==> src/rtl/traffic_lamp_monitor_if.sv <==
// Lamp-drive bundle for the two-approach traffic controller.
// The controller side drives it; the monitor side only listens.
interface traffic_lamp_monitor_if;
  logic red1;
  logic yellow1;
  logic green1;
  logic red2;
  logic yellow2;
  logic green2;

  modport master (
    output red1, yellow1, green1,
    output red2, yellow2, green2
  );

  modport slave (
    input red1, yellow1, green1,
    input red2, yellow2, green2
  );
endinterface

==> src/rtl/traffic_lamp_monitor.sv <==
// Independent lamp checker; latches the first fault and forces flash.
// Optional minimum-dwell check enabled by LAMP_DWELL_CHECK_EN.
module traffic_lamp_monitor #(
  parameter int GRN_MIN = 3,
  parameter int YEL_MIN = 2,
  parameter int RED_MIN = 1,
  parameter int DW_W    = 4
) (
  input  logic                   clk,
  input  logic                   rst,
  input  logic                   monitor_en,
  input  logic                   clear_fault,
  traffic_lamp_monitor_if.slave  lamps,
  output logic [1:0]             phase1,
  output logic [1:0]             phase2,
  output logic                   fault,
  output logic [2:0]             fault_code,
  output logic                   force_flash
);

  typedef enum logic [1:0] {
    PH_RED    = 2'd0,
    PH_GREEN  = 2'd1,
    PH_YELLOW = 2'd2,
    PH_INV    = 2'd3
  } phase_t;

  if (GRN_MIN > 2**DW_W - 1 ||
      YEL_MIN > 2**DW_W - 1 ||
      RED_MIN > 2**DW_W - 1) begin : g_min_range
    $error("dwell minimum exceeds counter range");
  end

  logic   s_r1, s_y1, s_g1;
  logic   s_r2, s_y2, s_g2;
  logic   s_vld;
  logic   primed;
  phase_t ph1_q, ph2_q;
  phase_t d1, d2;
  logic   chk_on, ord_on;
  logic   conflict;
  logic   legal1, legal2;
  logic   [2:0] det_code;

  function automatic phase_t decode(
    input logic r,
    input logic y,
    input logic g
  );
    phase_t p;
    case ({r, y, g})
      3'b100:  p = PH_RED;
      3'b010:  p = PH_YELLOW;
      3'b001:  p = PH_GREEN;
      default: p = PH_INV;
    endcase
    return p;
  endfunction

  function automatic logic legal(
    input phase_t p,
    input phase_t n
  );
    return (p == n) ||
           (p == PH_GREEN  && n == PH_YELLOW) ||
           (p == PH_YELLOW && n == PH_RED) ||
           (p == PH_RED    && n == PH_GREEN);
  endfunction

  // Register the raw lamp drives; s_vld marks that s_* holds real data.
  always_ff @(posedge clk) begin
    if (rst) begin
      {s_r1, s_y1, s_g1} <= '0;
      {s_r2, s_y2, s_g2} <= '0;
      s_vld <= 1'b0;
    end else begin
      s_r1  <= lamps.red1;
      s_y1  <= lamps.yellow1;
      s_g1  <= lamps.green1;
      s_r2  <= lamps.red2;
      s_y2  <= lamps.yellow2;
      s_g2  <= lamps.green2;
      s_vld <= 1'b1;
    end
  end

  assign d1       = decode(s_r1, s_y1, s_g1);
  assign d2       = decode(s_r2, s_y2, s_g2);
  assign chk_on   = monitor_en && s_vld;
  assign ord_on   = chk_on && primed;
  assign conflict = (d1 != PH_RED) && (d2 != PH_RED);
  assign legal1   = legal(ph1_q, d1);
  assign legal2   = legal(ph2_q, d2);

`ifdef LAMP_DWELL_CHECK_EN
  localparam logic [DW_W-1:0] GRN_W = DW_W'(GRN_MIN);
  localparam logic [DW_W-1:0] YEL_W = DW_W'(YEL_MIN);
  localparam logic [DW_W-1:0] RED_W = DW_W'(RED_MIN);

  logic [DW_W-1:0] cnt1, cnt2;
  logic            known1, known2;
  logic            short1, short2;

  function automatic logic [DW_W-1:0] min_of(
    input phase_t p
  );
    logic [DW_W-1:0] m;
    unique case (1'b1)
      p == PH_GREEN:  m = GRN_W;
      p == PH_YELLOW: m = YEL_W;
      p == PH_RED:    m = RED_W;
      default:        m = '0;
    endcase
    return m;
  endfunction

  assign short1 = known1 && (d1 != ph1_q) && legal1 &&
                  (cnt1 < min_of(ph1_q));
  assign short2 = known2 && (d2 != ph2_q) && legal2 &&
                  (cnt2 < min_of(ph2_q));

  // Per-approach dwell counters; a phase only counts once it was
  // entered while the monitor was primed.
  always_ff @(posedge clk) begin
    if (rst) begin
      cnt1   <= '0;
      cnt2   <= '0;
      known1 <= 1'b0;
      known2 <= 1'b0;
    end else if (s_vld) begin
      if (d1 != ph1_q)
        cnt1 <= DW_W'(1);
      else if (cnt1 != '1)
        cnt1 <= cnt1 + 1'b1;
      if (d2 != ph2_q)
        cnt2 <= DW_W'(1);
      else if (cnt2 != '1)
        cnt2 <= cnt2 + 1'b1;
      known1 <= ord_on && (known1 || d1 != ph1_q);
      known2 <= ord_on && (known2 || d2 != ph2_q);
    end
  end
`endif

  // Pick the highest-priority fault seen this cycle, 0 if none.
  always_comb begin
    det_code = 3'd0;
    if (chk_on) begin
      if (conflict)
        det_code = 3'd3;
      else if (d1 == PH_INV)
        det_code = 3'd1;
      else if (d2 == PH_INV)
        det_code = 3'd2;
      else if (ord_on && !legal1)
        det_code = 3'd4;
      else if (ord_on && !legal2)
        det_code = 3'd5;
`ifdef LAMP_DWELL_CHECK_EN
      else if (ord_on && short1)
        det_code = 3'd6;
      else if (ord_on && short2)
        det_code = 3'd7;
`endif
    end
  end

  // Decoded phases follow the samples regardless of monitor_en.
  always_ff @(posedge clk) begin
    if (rst) begin
      ph1_q <= PH_RED;
      ph2_q <= PH_RED;
    end else if (s_vld) begin
      ph1_q <= d1;
      ph2_q <= d2;
    end
  end

  // Primed after the first checked cycle; dropped whenever disabled.
  always_ff @(posedge clk) begin
    if (rst || !monitor_en)
      primed <= 1'b0;
    else if (s_vld)
      primed <= 1'b1;
  end

  // First-fault capture; a fresh fault beats a same-cycle clear.
  always_ff @(posedge clk) begin
    if (rst) begin
      fault      <= 1'b0;
      fault_code <= 3'd0;
    end else if (det_code != 3'd0 && (!fault || clear_fault)) begin
      fault      <= 1'b1;
      fault_code <= det_code;
    end else if (clear_fault) begin
      fault      <= 1'b0;
      fault_code <= 3'd0;
    end
  end

  assign phase1      = ph1_q;
  assign phase2      = ph2_q;
  assign force_flash = fault;

endmodule
==> src/flat_wrapper.sv <==
// flat-port wrapper written by rule: the top's interface ports become plain ports
module traffic_lamp_monitor_flat 
#(
  parameter int GRN_MIN = 3,
  parameter int YEL_MIN = 2,
  parameter int RED_MIN = 1,
  parameter int DW_W    = 4
)
  (clk, rst, monitor_en, clear_fault, phase1, phase2, fault, fault_code, force_flash, lamps_red1, lamps_yellow1, lamps_green1, lamps_red2, lamps_yellow2, lamps_green2);
  traffic_lamp_monitor_if lamps_i ();
  input  logic clk;
  input  logic rst;
  input  logic monitor_en;
  input  logic clear_fault;
  output logic [1:0] phase1;
  output logic [1:0] phase2;
  output logic fault;
  output logic [2:0] fault_code;
  output logic force_flash;
  input wire logic [$bits(lamps_i.red1)-1:0] lamps_red1;
  input wire logic [$bits(lamps_i.yellow1)-1:0] lamps_yellow1;
  input wire logic [$bits(lamps_i.green1)-1:0] lamps_green1;
  input wire logic [$bits(lamps_i.red2)-1:0] lamps_red2;
  input wire logic [$bits(lamps_i.yellow2)-1:0] lamps_yellow2;
  input wire logic [$bits(lamps_i.green2)-1:0] lamps_green2;
  assign lamps_i.red1 = lamps_red1;
  assign lamps_i.yellow1 = lamps_yellow1;
  assign lamps_i.green1 = lamps_green1;
  assign lamps_i.red2 = lamps_red2;
  assign lamps_i.yellow2 = lamps_yellow2;
  assign lamps_i.green2 = lamps_green2;
  traffic_lamp_monitor #(.GRN_MIN(GRN_MIN), .YEL_MIN(YEL_MIN), .RED_MIN(RED_MIN), .DW_W(DW_W)) u_core (.clk(clk), .rst(rst), .monitor_en(monitor_en), .clear_fault(clear_fault), .lamps(lamps_i), .phase1(phase1), .phase2(phase2), .fault(fault), .fault_code(fault_code), .force_flash(force_flash));
endmodule
==> config.mk <==
export PLATFORM = sky130hd
export DESIGN_NAME = traffic_lamp_monitor_flat
export DESIGN_NICKNAME = d
export VERILOG_FILES = /design/src/rtl/traffic_lamp_monitor_if.sv /design/src/rtl/traffic_lamp_monitor.sv /design/src/flat_wrapper.sv
export SDC_FILE = /design/constraint.sdc
export NUM_CORES = 1
export LEC_CHECK = 0
export ABC_AREA = 1
export BUFFER_PORTS_ARGS = -buffer_cell sky130_fd_sc_hd__buf_2
export CAP_MARGIN = 20
export CORE_MARGIN = 2
export CORE_UTILIZATION = 50
export DETAILED_ROUTE_END_ITERATION = 12
export PLACE_DENSITY_LB_ADDON = 0.25
export SYNTH_ARGS = -nofsm -noshare
export SYNTH_HDL_FRONTEND = slang
export SYNTH_SLANG_ARGS = --single-unit
==> constraint.sdc <==
create_clock -name clk -period 2.7 [get_ports clk]
set_clock_uncertainty 0.1 [all_clocks]
set_input_delay 0.27 -clock clk [delete_from_list [all_inputs] [get_ports clk]]
set_output_delay 0.27 -clock clk [all_outputs]
set_load 0.02 [all_outputs]
# Word level (Yosys, flattened, before mapping)

Index checks and enable logic that the tools add are counted.
Widths: inputs -> output; s select.

Equality and inequality tests: 18
Multiplexer cells: 13
Reductions and logical operators: 32

Operator list:

| kind               | number |
|---|---|
| $mux 3             | 8 |
| $eq 2x2->1 const B | 6 |
| $logic_and 1x1->1  | 12 |
| $pmux 2 s3         | 2 |
| $eq 2x1->1 const B | 4 |
| $logic_not 2->1    | 4 |
| $logic_or 1x1->1   | 8 |
| $eq 3x1->1 const B | 2 |
| $eq 3x2->1 const B | 2 |
| $eq 3x3->1 const B | 2 |
| $reduce_bool 2->1  | 3 |
| $eq 2x2->1         | 2 |
| $logic_not 1->1    | 4 |
| $mux 1             | 3 |
| $reduce_bool 3->1  | 1 |

Register bits: 16
Output and inout port bits: 9
Word-level logic and storage cells: 75

# Longest topological paths before layout

Depth in word-level cells: 18
Mapped depth: 16

# Worst setup path after synthesis

OpenSTA, ideal clock, no wires.

Kind: register to register
Start point: reg u_core.ph2_q[0], in the netlist u_core.phase2[0]
End point: reg u_core.fault_code[0]
Setup time: 117 ps
Arrival time: 1319 ps
Setup slack: 1164 ps
Stages on the path, launching flop included: 14
Cell sequence: dfxtp_1 > inv_1 > nand2_1 > nor2_1 > nor2_1 > nand2_1 > nor2_1 > nand3_1 > nand2_1 > nand2_1 > nand2_1 > nand2_2 > nand3_1 > a21oi_1

Longest elaborated chain between the ends: 16
Elaborated cells on any way between the ends: 22
Those cells by class: 3 x eq/ne; 7 x mux; 12 x reduce/logical

Ends and longest elaborated chain:

| what                                        | line                        | source |
|---|---|---|
| start, declared                             | traffic_lamp_monitor.sv:38  | `phase_t ph1_q, ph2_q;` |
| start signal, assigned                      | traffic_lamp_monitor.sv:172 | `ph2_q <= PH_RED;` |
| start signal, assigned                      | traffic_lamp_monitor.sv:175 | `ph2_q <= d2;` |
| $eq 2x1->1                                  | traffic_lamp_monitor.sv:65  | `(p == PH_GREEN && n == PH_YELLOW) \|\|` |
| $logic_and 1x1->1                           | traffic_lamp_monitor.sv:65  |  |
| $logic_or 1x1->1                            | traffic_lamp_monitor.sv:64  | `return (p == n) \|\|` |
| $logic_or 1x1->1                            | traffic_lamp_monitor.sv:65  |  |
| $logic_or 1x1->1 (*)                        | traffic_lamp_monitor.sv:66  | `(p == PH_YELLOW && n == PH_RED) \|\|` |
| $logic_not 1->1 (*)                         | traffic_lamp_monitor.sv:157 | `else if (ord_on && !legal2)` |
| $logic_and 1x1->1 (*)                       | traffic_lamp_monitor.sv:157 |  |
| $mux 3 (*)                                  | traffic_lamp_monitor.sv:157 |  |
| $mux 3 (*)                                  | traffic_lamp_monitor.sv:155 | `else if (ord_on && !legal1)` |
| $mux 3 (*)                                  | traffic_lamp_monitor.sv:153 | `else if (d2 == PH_INV)` |
| $mux 3 (*)                                  | traffic_lamp_monitor.sv:151 | `else if (d1 == PH_INV)` |
| $mux 3 (*)                                  | traffic_lamp_monitor.sv:149 | `if (conflict)` |
| $mux 3 (*)                                  | traffic_lamp_monitor.sv:148 | `if (chk_on) begin` |
| $reduce_bool 3->1                           | traffic_lamp_monitor.sv:192 | `end else if (det_code != 3'd0 && (!fault \|\| clear_fault)) begin` |
| $logic_and 1x1->1                           | traffic_lamp_monitor.sv:192 |  |
| $mux 3 or $reduce_bool 2->1 (tied branches) | -                           |  |
| end signal, assigned                        | traffic_lamp_monitor.sv:194 | `fault_code <= det_code;` |
| end, declared                               | traffic_lamp_monitor.sv:17  | `output logic [2:0] fault_code,` |

Every way passes the cells marked *; elsewhere a longest branch is shown, timed or not.
A chain may end at the register's enable or synchronous reset.

# Worst setup path after layout

Start point: reg u_core.s_vld
End point: reg u_core.fault_code[1]

Longest elaborated chain between the ends: 12
Elaborated cells on any way between the ends: 14
Those cells by class: 7 x mux; 7 x reduce/logical

Ends and longest elaborated chain:

| what                                        | line                        | source |
|---|---|---|
| start, declared                             | traffic_lamp_monitor.sv:36  | `logic s_vld;` |
| start signal, assigned                      | traffic_lamp_monitor.sv:75  | `s_vld <= 1'b0;` |
| start signal, assigned                      | traffic_lamp_monitor.sv:83  | `s_vld <= 1'b1;` |
| $logic_and 1x1->1 (*)                       | traffic_lamp_monitor.sv:89  | `assign chk_on = monitor_en && s_vld;` |
| $logic_and 1x1->1                           | traffic_lamp_monitor.sv:90  | `assign ord_on = chk_on && primed;` |
| $logic_and 1x1->1                           | traffic_lamp_monitor.sv:157 |  |
| $mux 3                                      | traffic_lamp_monitor.sv:157 |  |
| $mux 3                                      | traffic_lamp_monitor.sv:155 |  |
| $mux 3                                      | traffic_lamp_monitor.sv:153 |  |
| $mux 3                                      | traffic_lamp_monitor.sv:151 |  |
| $mux 3                                      | traffic_lamp_monitor.sv:149 |  |
| $mux 3 (*)                                  | traffic_lamp_monitor.sv:148 |  |
| $reduce_bool 3->1                           | traffic_lamp_monitor.sv:192 |  |
| $logic_and 1x1->1                           | traffic_lamp_monitor.sv:192 |  |
| $mux 3 or $reduce_bool 2->1 (tied branches) | -                           |  |

Marked as above.

==> flow_summary.json <==
{
  "slew_headroom": 0.774,
  "cts-root-buf": "clkbuf_4",
  "netlist_area_um2": 896,
  "clk-insertion-delay-late_ns": 0.28,
  "ys_top_cells_by_area": "dfxtp_1 36%, nand2_1 15%, nand3_1 8.9%, inv_1 8.8%, nor2_1 5.4%",
  "synth.avg_cell_area_um2": 6.69,
  "gr-total-overflow": 0,
  "worst_ir_drop_vdd_v": 0.000378,
  "timing.hold.ws_ns": 0.0838,
  "grt_pass1_wl_um": 2830,
  "min_path_type": "in2reg",
  "worst_pin_slew_ns": 0.339,
  "fin_crit_sh": 0.628,
  "cts_buffers": 3,
  "post-cts-setup-buffers": 0,
  "rsz0062_at_grt": "false",
  "initial_utilization": 0.525,
  "synth_nets": 144,
  "synth_top_cell_by_area": "dfxtp_1",
  "r2r-start": "u_core.s_vld$_DFF_P_",
  "finish.net_count": 164,
  "dpl.hpwl_um": 1310,
  "cts_resized": 0,
  "dieArea_mm2": 0.00215,
  "p_per_area_mw_per_mm2": 509,
  "drt-pass1-iter-count": 4,
  "pin_count": 19,
  "cts_num_sinks": 16,
  "cap_violations": 0,
  "r2r-end": "u_core.fault_code[1]$_SDFFE_PP0P_",
  "slew_violations": 0,
  "ys_types": 18,
  "synth.top_cell.area_share": 0.358,
  "worstHoldStart": "lamps_yellow2",
  "core_region_area_mm2": 0.00171,
  "n_antenna_cell": 0,
  "fin_crit_ns": 1.70,
  "tns_ns": 0,
  "yosysSeqAreaShare": 0.358,
  "die_w_um": 46.3,
  "ys_ff_latch": 16,
  "crit_type": "reg2reg",
  "drive_gt1_frac": 0.248,
  "htreeDepth": 1,
  "required_ns": 2.81,
  "die_y_um": 46.3,
  "wirelength_um": 1600,
  "synthToLayoutAreaGrowth_pct": 14.7,
  "start_kind": "flip-flop",
  "instances_no_fill": 178,
  "clk_pin_slew_ns": 0.09,
  "rr_worst_depth": 14,
  "antenna_found_initial": 0,
  "worstHoldPathCells": 3,
  "cp.arrival_ns": 1.81,
  "num_vias": 816,
  "buffer_ports.inserted": 18,
  "leakagePower_nw": 0.585,
  "setup_viol": 0,
  "ys.warnings.count": 0,
  "cts_tree": "built",
  "status": "finished clean",
  "grt_pass1_vias": 723,
  "drc": 0,
  "drt_iter0_markers": 15,
  "ant_nets": 0,
  "track_usage": 0.181,
  "clockBufferDepth": 2,
  "cts_hold_buf": 0,
  "gp_congestion": 0.815,
  "viasPerCell": 4.58,
  "wl_per_cell_um": 8.98,
  "dp.cells": 174,
  "rows": 15,
  "hold_violations": 0,
  "grt_max_degree": 12,
  "max_freq_mhz": 590,
  "synthCells": 134,
  "worstHoldEndpoint": "u_core.s_y2$_SDFF_PP0_",
  "end_kind": "flip-flop",
  "reg2reg_slack_ns": 1.00,
  "worstPathMaxFanout": 10
}
-- power breakdown --
part,leakage (nW),internal (mW),switching [mW]
Clock,0.0210,0.0820,0.0696
Combinational,0.431,0.0394,0.0668
Sequential,0.133,0.250,0.0150
Total,0.585,0.372,0.151
-- worst max-delay path, cell delays in order, from the launching register on --
cell,delay (ns)
dfxtp_1,0.53
nand2_4,0.08
clkinv_2,0.08
nand2_1,0.06
nor2_1,0.10
nand2_1,0.05
inv_1,0.06
nand2_2,0.05
nand3_1,0.08
nand2_1,0.06
nand2_1,0.06
nand2_1,0.05
nand2_2,0.08
nand3_1,0.07
a21oi_1,0.12
-- how the worst max path moves through the flow --
| stage | from | end | slack, ns | cells past startpoint |
|---|---|---|---|---|
| after floorplan | u_core.phase2[0]$_SDFFE_PP0P_ | u_core.fault_code[0]$_SDFFE_PP0P_ | 1.16 | 13 |
| after global placement | u_core.s_vld$_DFF_P_ | u_core.fault_code[1]$_SDFFE_PP0P_ | 1.06 | 13 |
| after detailed placement | u_core.s_vld$_DFF_P_ | u_core.fault_code[1]$_SDFFE_PP0P_ | 1.03 | 14 |
| after CTS | u_core.s_vld$_DFF_P_ | u_core.fault_code[1]$_SDFFE_PP0P_ | 1.01 | 14 |
| after global routing | u_core.s_vld$_DFF_P_ | u_core.fault_code[2]$_SDFFE_PP0P_ | 0.80 | 14 |
| final | u_core.s_vld$_DFF_P_ | u_core.fault_code[1]$_SDFFE_PP0P_ | 1.00 | 14 |
-- cells in the mapped netlist --
| master | instances |
|---|---|
| nand3_4 | 1 |
| dfxtp_1 | 16 |
| nand3b_4 | 1 |
| nor3_1 | 1 |
| buf_4 | 2 |
| nand2_1 | 35 |
| nor2_2 | 1 |
| inv_1 | 21 |
| nor2_1 | 13 |
| nand3_2 | 3 |
| nand3_1 | 16 |
| nand2_4 | 2 |
| buf_6 | 1 |
| nand2_2 | 5 |
| inv_2 | 2 |
| a21oi_1 | 8 |
| clkinv_2 | 1 |
| o21ai_0 | 5 |
-- layout make-up --
class | count | area [um2]
fill | 165 | 681
tap | 25 | 31.3
timing repair buffer | 18 | 90.1
clock buffer | 4 | 36.3
multi-input combinational | 91 | 458
sequential | 16 | 320
inverter | 24 | 91.3
-- metal layers --
metal	routed length [um]	vias up	global-route usage
li1	-	453	-
met1	781	342	0.236
met2	723	17	0.283
met3	68	4	0.0314
met4	25	0	0.0914
met5	0	-	0
-- state kept, by name (all words and copies together), names as in the netlist --
name,cells
u_core.primed,1
u_core.phase2,2
u_core.s_r2,1
u_core.fault,1
u_core.fault_code,3
u_core.s_y2,1
u_core.s_r1,1
u_core.s_vld,1
u_core.s_y1,1
u_core.phase1,2
u_core.s_g1,1
u_core.s_g2,1
-- stage by stage --
stage | setup slack, ns | cell area [um2] | total power, mW | util
floorplan | 1.16 | 896 | 0.352 | -
global placement | 1.06 | 991 | 0.374 | 0.580
detailed placement | 1.03 | 991 | 0.378 | 0.580
CTS | 1.01 | 1030 | 0.530 | 0.601
global route | 0.801 | 1030 | 0.555 | 0.601
finish | 1.00 | 1030 | 0.523 | 0.601
-- cell families (layout without fill, tap and decap cells) --
kind of cell           Yosys count  in the layout  share of synthesized area
buffers and inverters           27             46                      0.131
AND/OR/NAND/NOR                 78             78                      0.439
flip-flops                      16             16                      0.358
AO/OA/AOI/OAI                   13             13                     0.0726
-- layout by cell type, fill, tap and decap left out --
master and n:
clkbuf_4 3, o21ai_0 5, nor2_2 1, nor3_1 1
nand2_2 5, clkbuf_8 1, clkinv_2 1, a21oi_1 8
inv_2 2, nand3b_4 1, nand2_4 2, buf_2 18
nor2_1 13, dfxtp_1 16, nand3_2 3, inv_1 21
nand3_4 1, nand3_1 16, nand2_1 35
(Power assumes the default switching activity.)
